`config.mk`:
```
export PLATFORM = sky130hd
export DESIGN_NAME = lzc_pattern_gen
export DESIGN_NICKNAME = d
export VERILOG_FILES = /design/src/rtl/lzc_pattern_gen.sv
export SDC_FILE = /design/constraint.sdc
export NUM_CORES = 1
export LEC_CHECK = 0
export BUFFER_PORTS_ARGS = -buffer_cell sky130_fd_sc_hd__buf_2
export CAP_MARGIN = 10
export CORE_ASPECT_RATIO = 0.5
export CORE_MARGIN = 1
export CORE_UTILIZATION = 25
export CTS_CLUSTER_SIZE = 40
export DETAILED_ROUTE_END_ITERATION = 8
export GPL_TIMING_DRIVEN = 0
export PLACE_DENSITY_LB_ADDON = 0.1
export SKIP_CTS_REPAIR_TIMING = 1
export SYNTH_ARGS = -nofsm -noshare
export SYNTH_HDL_FRONTEND = slang
export SYNTH_SLANG_ARGS = --single-unit
```
`constraint.sdc`:
```
create_clock -name clk -period 3.3 [get_ports clk]
set_input_delay 0.33 -clock clk [delete_from_list [all_inputs] [get_ports clk]]
set_output_delay 0.33 -clock clk [all_outputs]
set_load 0.02 [all_outputs]
```
`src/rtl/lzc_pattern_gen.sv`:
```
// Builds a WIDTH-bit vector with a requested number of leading zeros, a 1 after them and filler below.
// Optional macro LZC_GEN_RANDFILL_EN: filler comes from a 32-bit Galois LFSR instead of zeros.
module lzc_pattern_gen #(
    parameter int          WIDTH = 64,
    parameter int          CW    = $clog2(WIDTH) + 1,
    parameter logic [31:0] SEED  = 32'hACE1_5EED
) (
    input  logic             clk,
    input  logic             rst,
    input  logic             in_valid,
    output logic             in_ready,
    input  logic [CW-1:0]    Z_req,
    output logic             out_valid,
    input  logic             out_ready,
    output logic [WIDTH-1:0] A,
    output logic [CW-2:0]    Z,
    output logic             n_V,
    output logic             sat
);

    localparam logic [CW-1:0] WIDTH_C   = CW'(WIDTH);
    localparam logic [31:0]   LFSR_MASK = 32'h8020_0003;
    localparam logic [31:0]   SEED_EFF  = (SEED == 32'h0) ? 32'h1 : SEED;

    logic             r_s1_valid;
    logic [CW-1:0]    r_s1_cnt;
    logic             r_s1_sat;
    logic [31:0]      w_s1_fill;

    logic             r_out_valid;
    logic [WIDTH-1:0] r_a;
    logic [CW-2:0]    r_z;
    logic             r_nv;
    logic             r_sat;

    logic             w_s2_load;
    logic             w_accept;
    logic [WIDTH-1:0] w_fill_rep;
    logic [WIDTH-1:0] w_one;
    logic [WIDTH-1:0] w_a;

    // Stage 1 moves whenever stage 2 can take its contents, so in_ready only
    // drops when both stages hold data and the output is stalled.
    assign w_s2_load = ~r_out_valid | out_ready;
    assign in_ready  = ~r_s1_valid | w_s2_load;
    assign w_accept  = in_valid & in_ready;

`ifdef LZC_GEN_RANDFILL_EN
    logic [31:0] r_lfsr;
    logic [31:0] r_s1_fill;

    // NOTE: sequential state uses non-blocking assignments so every register samples pre-edge values.
    always_ff @(posedge clk or posedge rst) begin
        if (rst) begin
            r_lfsr    <= SEED_EFF;
            r_s1_fill <= '0;
        end else if (w_accept) begin
            r_s1_fill <= r_lfsr;
            r_lfsr    <= r_lfsr[0] ? ((r_lfsr >> 1) ^ LFSR_MASK) : (r_lfsr >> 1);
        end
    end

    assign w_s1_fill = r_s1_fill;
`else
    // Filler is constant zero; SEED only matters in the random-fill build.
    assign w_s1_fill = SEED_EFF & 32'h0;
`endif

    always_ff @(posedge clk or posedge rst) begin
        if (rst) begin
            r_s1_valid <= 1'b0;
            r_s1_cnt   <= '0;
            r_s1_sat   <= 1'b0;
        end else if (w_accept) begin
            r_s1_valid <= 1'b1;
            r_s1_cnt   <= (Z_req > WIDTH_C) ? WIDTH_C : Z_req;
            r_s1_sat   <= (Z_req > WIDTH_C);
        end else if (w_s2_load) begin
            r_s1_valid <= 1'b0;
        end
    end

    for (genvar g = 0; g < WIDTH; g++) begin : g_fill
        assign w_fill_rep[g] = w_s1_fill[g % 32];
    end

    // Shifting the MSB right by cnt lands the leading 1; cnt == WIDTH shifts it out.
    assign w_one = {1'b1, {(WIDTH-1){1'b0}}} >> r_s1_cnt;
    assign w_a   = (r_s1_cnt == WIDTH_C) ? '0
                 : (w_one | (w_fill_rep & (w_one - WIDTH'(1))));

    always_ff @(posedge clk or posedge rst) begin
        if (rst) begin
            r_out_valid <= 1'b0;
            r_a         <= '0;
            r_z         <= '0;
            r_nv        <= 1'b0;
            r_sat       <= 1'b0;
        end else if (w_s2_load) begin
            r_out_valid <= r_s1_valid;
            if (r_s1_valid) begin
                r_a   <= w_a;
                r_z   <= r_s1_cnt[CW-2:0];
                r_nv  <= (r_s1_cnt == WIDTH_C);
                r_sat <= r_s1_sat;
            end
        end
    end

    assign out_valid = r_out_valid;
    assign A         = r_a;
    assign Z         = r_z;
    assign n_V       = r_nv;
    assign sat       = r_sat;

endmodule

```
Word-level counts from Yosys, hierarchy flattened
Cells that the tools add are included.
- order comparisons: 1
- mux-type cells: 4
- bitwise operators: 5
- eq/ne operators: 1
- shifts and indexed selects: 1
- reduce and logical (&&, ||, !) cells: 2
- operators by type and width (kind ; number):
    $mux W64 ; 1
    $shr A64 B7 Y64 const A ; 1
    $eq A7 B7 Y1 const B ; 1
    $gt A7 B7 Y1 const B ; 1
    $mux W7 ; 1
    $mux W1 ; 2
    $not A1 Y1 ; 2
    $or A1 B1 Y1 ; 2
    $reduce_and A2 Y1 ; 1
    $reduce_bool A2 Y1 ; 1
    $and A1 B1 Y1 ; 1
- output and inout port bits: 74
- logic and storage cells: 22
- input bits: 11
- register bits after elaboration: 82

Longest topological paths before layout
- word-level depth: 5
- depth in mapped cells: 5
- mapped depth without buffers: 3

Worst setup path after synthesis
OpenSTA, ideal clock, no wires.
- path kind: flip-flop to flip-flop
- from: reg r_out_valid, in the netlist out_valid
- to: reg r_s1_cnt[0]
- cell stages (with the launch flop): 4
- data required time: 3.175 ns
- arrival time: 1.332 ns
- clock period less this slack: 1.457 ns
- path slack: 1.843 ns
- path buffers: 0
- setup time: 0.125 ns
- cell sequence: dfrtp_1 nand3b_1 nand2_2 mux2_2
- word-level cells in the longest chain between the ends: 4
- RTL lines (element ; RTL line ; text):
    start: declaration ; 30 ; logic r_out_valid;
    start signal: assignment ; 100 ; r_out_valid <= r_s1_valid;
    $not A1 Y1 ; 44 ; assign w_s2_load = ~r_out_valid | out_ready;
    $or A1 B1 Y1 ; 44 ;
    $or A1 B1 Y1 ; 45 ; assign in_ready = ~r_s1_valid | w_s2_load;
    net in_ready ; 11 ; output logic in_ready,
    $and A1 B1 Y1 ; 46 ; assign w_accept = in_valid & in_ready;
    end signal: assignment ; 76 ; r_s1_cnt <= (Z_req > WIDTH_C) ? WIDTH_C : Z_req;
    end: declaration ; 26 ; logic [CW-1:0] r_s1_cnt;
The timed path passes the listed nets, and every way through them passes these cells.
A chain may end at the register's enable or synchronous reset.

Worst setup path after layout
- from: reg r_s1_cnt[2]
- to: reg r_a[7], in the netlist A[7]
- word-level cells in the longest chain between the ends: 2
- elaborated cells on any way between the ends: 3
- classes of those cells: 1 x eq/ne; 1 x shift; 1 x mux
- RTL lines (element ; RTL line ; text):
    $shr A64 B7 Y64 or $eq A7 B7 Y1 (tied branches) ; 88, 89 ;
    $mux W64 (*) ; 89 ; assign w_a = (r_s1_cnt == WIDTH_C) ? '0
    end signal: assignment ; 102 ; r_a <= w_a;
    end: declaration ; 31 ; logic [WIDTH-1:0] r_a;
Every way passes the cells marked *; elsewhere a longest branch is shown, timed or not.

==> flow_summary.yaml <==
status:
  status: "finished, final reports clean"
global_route:
  grt_overflow: 0
  grt_pass1_vias: 2395
  grt_use_total_pct: 14.01
  grt_max_degree: 51
  grt_first_pass_wirelength_um: 13830
  antenna_found_initial: 0
pwr:
  p_leak_uw: 0.002142
  ir_drop_v: 0.0002053
  powerDensity_nw_per_um2: 580.9
clocking:
  cts_tree: "yes"
  htreeDepth: 3
  cts_buffers: 9
  insertion_delay_ns: 0.33
  cts-root-buf: "clkbuf_16"
  clock_sinks: 82
  clk_pin_slew_ns: 0.06
  cts_buffer_depth: 2
floorplan:
  coreArea_um2: 12230
  io_pins: 85
  row_count: 28
  die_area_um2: 13450
  die-height_um: 82.52
  start_util_pct: 26.51
  die_x_um: 163.0
critical_path:
  reg2reg_from: "r_s1_cnt[2]$_DFFE_PP0P_"
  required_ns: 3.56
  worstSetupStartpointType: "flip-flop"
  setup.worst_path.start: "r_s1_cnt[2]$_DFFE_PP0P_"
  cp.arrival_ns: 1.86
  worstSetupPathType: "reg2reg"
  worstSetupEndpointType: "flip-flop"
  worst-path-max-fanout: 10
  r2r_cells: 4
yosys:
  yosysMostFrequentCell: "dfrtp_1"
  synth_edf_count: 0
  synth_area_um2: 3242
  synth_top_area_share_pct: 63.30
  ys_top_cells_by_count: "82 x dfrtp_1, 42 x a22o_1, 23 x o2bb2ai_1"
  synth_area_per_cell_um2: 13.91
  yosysSeqAreaShare_pct: 63.30
  synth_cell_types: 28
  yosys_most_used_dff: "dfrtp_1"
  async_reset_ff_share_pct: 100.0
  synth-seq-cells: 82
  synth_area_leaders: "dfrtp_1 63%, a22o_1 11%, o2bb2ai_1 6.2%, mux2_2 5.2%, buf_2 1.7%"
  yosysWarningCount: 0
  netlist_instances: 233
  synth_top_area_cell: "dfrtp_1"
  syn-num-nets: 244
routing:
  wire_per_inst_um: 17.77
  highest_layer: "met4"
  wl_met3_um: 374
  drtIter0Drc: 143
  drt_pass1_iterations: 4
  dr_total_vias: 2303
  m1WireLength_um: 4349
  drc: 0
  route.met2.wl_um: 4037
  ant_nets: 0
  routed_wl_um: 8867
  avgViaCountPerCell: 4.615
layout:
  final_util_pct: 34.45
  nets: 340
  n_antenna_cell: 0
  stdcell_count: 499
  nFillCells: 1231
  drive_gt1_share_pct: 41.92
  area_delta_synth_final_pct: 29.91
timing:
  slew_viol_final: 0
  skew_ns: 0.007264
  tightest_slew_ns: 0.6659
  setup_viol: 0
  finalCritPeriodShare_pct: 48.42
  hold_viol_final: 0
  max_slew_margin_pct: 55.26
  rsz0062_at_grt: "no"
  holdWs_ns: 0.01162
  max_freq_mhz: 625.8
  min_period_ns: 1.598
placed_design:
  numPortBuffers: 84
  place_hpwl_um: 6422
  dp.cells: 483
  place_congestion: 0.7222
flow_run:
  timing.max_cap.violations: 0
hold_path:
  min_path_type: "in2async"
per-layer routing:
layer / track usage [%] / vias up
met1: 18.93 / 1172
li1: - / 1073
met3: 3.746 / 9
met2: 21.87 / 49
met5: 0 / -
met4: 4.579 / 0
cells by family (layout without fill, tap and decap cells):
family	Yosys count	count (layout)	synth area share [%]
AOI/OAI and AO/OA	65	65	17.56
buffers and inverters	20	121	3.666
DFF	82	82	63.30
muxes	15	15	5.210
and+or+nand+nor	51	51	10.27
cell usage in the layout (no fill, tap or decap):
| cell type | n |
|---|---|
| a22o_1 | 42 |
| and3_1 | 1 |
| and4_4 | 1 |
| and4b_1 | 2 |
| and4bb_2 | 1 |
| buf_1 | 1 |
| buf_16 | 1 |
| buf_2 | 95 |
| buf_4 | 2 |
| buf_6 | 3 |
| bufinv_16 | 2 |
| clkbuf_1 | 5 |
| clkbuf_16 | 9 |
| clkinv_4 | 1 |
| clkinvlp_4 | 1 |
| dfrtp_1 | 82 |
| inv_4 | 1 |
| mux2_2 | 15 |
| nand2_1 | 4 |
| nand2_2 | 2 |
| nand2b_1 | 7 |
| nand3_1 | 3 |
| nand3b_1 | 1 |
| nand4_1 | 2 |
| nand4b_1 | 2 |
| nor2_1 | 5 |
| nor2b_1 | 6 |
| nor2b_4 | 1 |
| nor3_1 | 7 |
| nor4_4 | 1 |
| o2bb2ai_1 | 23 |
| or2_2 | 4 |
| or4_1 | 1 |
sequential cells by signal, indices dropped and copies added (netlist names):
| signal | count |
|---|---|
| A | 64 |
| Z | 6 |
| n_V | 1 |
| out_valid | 1 |
| r_s1_cnt | 7 |
| r_s1_sat | 1 |
| r_s1_valid | 1 |
| sat | 1 |
worst max-delay path: stages, from the launching register on:
cell and delay [ns]:
dfrtp_1 0.35, buf_2 0.19, nand2b_1 0.23, nor3_1 0.55, a22o_1 0.22
stage by stage:
step	setup WS (ns)	TNS, ns	instance area (um^2)	power (uW)
floorplan	0.8616	0	3242	1310
global placement	-0.06798	-4.971	3869	1419
detailed placement	1.624	0	3899	1429
CTS	1.724	0	4212	2487
global route	1.593	0	4212	2562
finish	1.702	0	4212	2446
report_power, final:
group	switching (uW)	internal [uW]	total, uW
logic	213	111	325
clock network	377	665	1040
registers	26.1	1050	1080
final cells by class:
| cell class | count | area (um^2) | share of cell area (%) |
|---|---|---|---|
| flip-flops and latches | 82 | 2052 | 48.72 |
| repair buffers | 85 | 447.9 | 10.64 |
| inverters | 1 | 6.256 | 0.1485 |
| clock buffers | 12 | 236.5 | 5.615 |
| plain buffers | 19 | 115.1 | 2.733 |
| multi-input cells | 131 | 1071 | 25.43 |
| clock inverters | 4 | 76.32 | 1.812 |
| well taps | 165 | 206.4 | 4.902 |
worst paths after layout:
kind,endpoint,slack (ns)
setup reg to reg,A[7]$_DFFE_PP0P_,1.70
setup / recovery,A[7]$_DFFE_PP0P_,1.70
hold / removal,A[9]$_DFFE_PP0P_,0.01
max in group asynchronous,r_s1_cnt[5]$_DFFE_PP0P_,2.69
hold reg to reg,A[17]$_DFFE_PP0P_,0.49
min in group clk,r_s1_valid$_DFFE_PP0P_,0.23
Note: power is estimated with default switching activity, not from simulation.
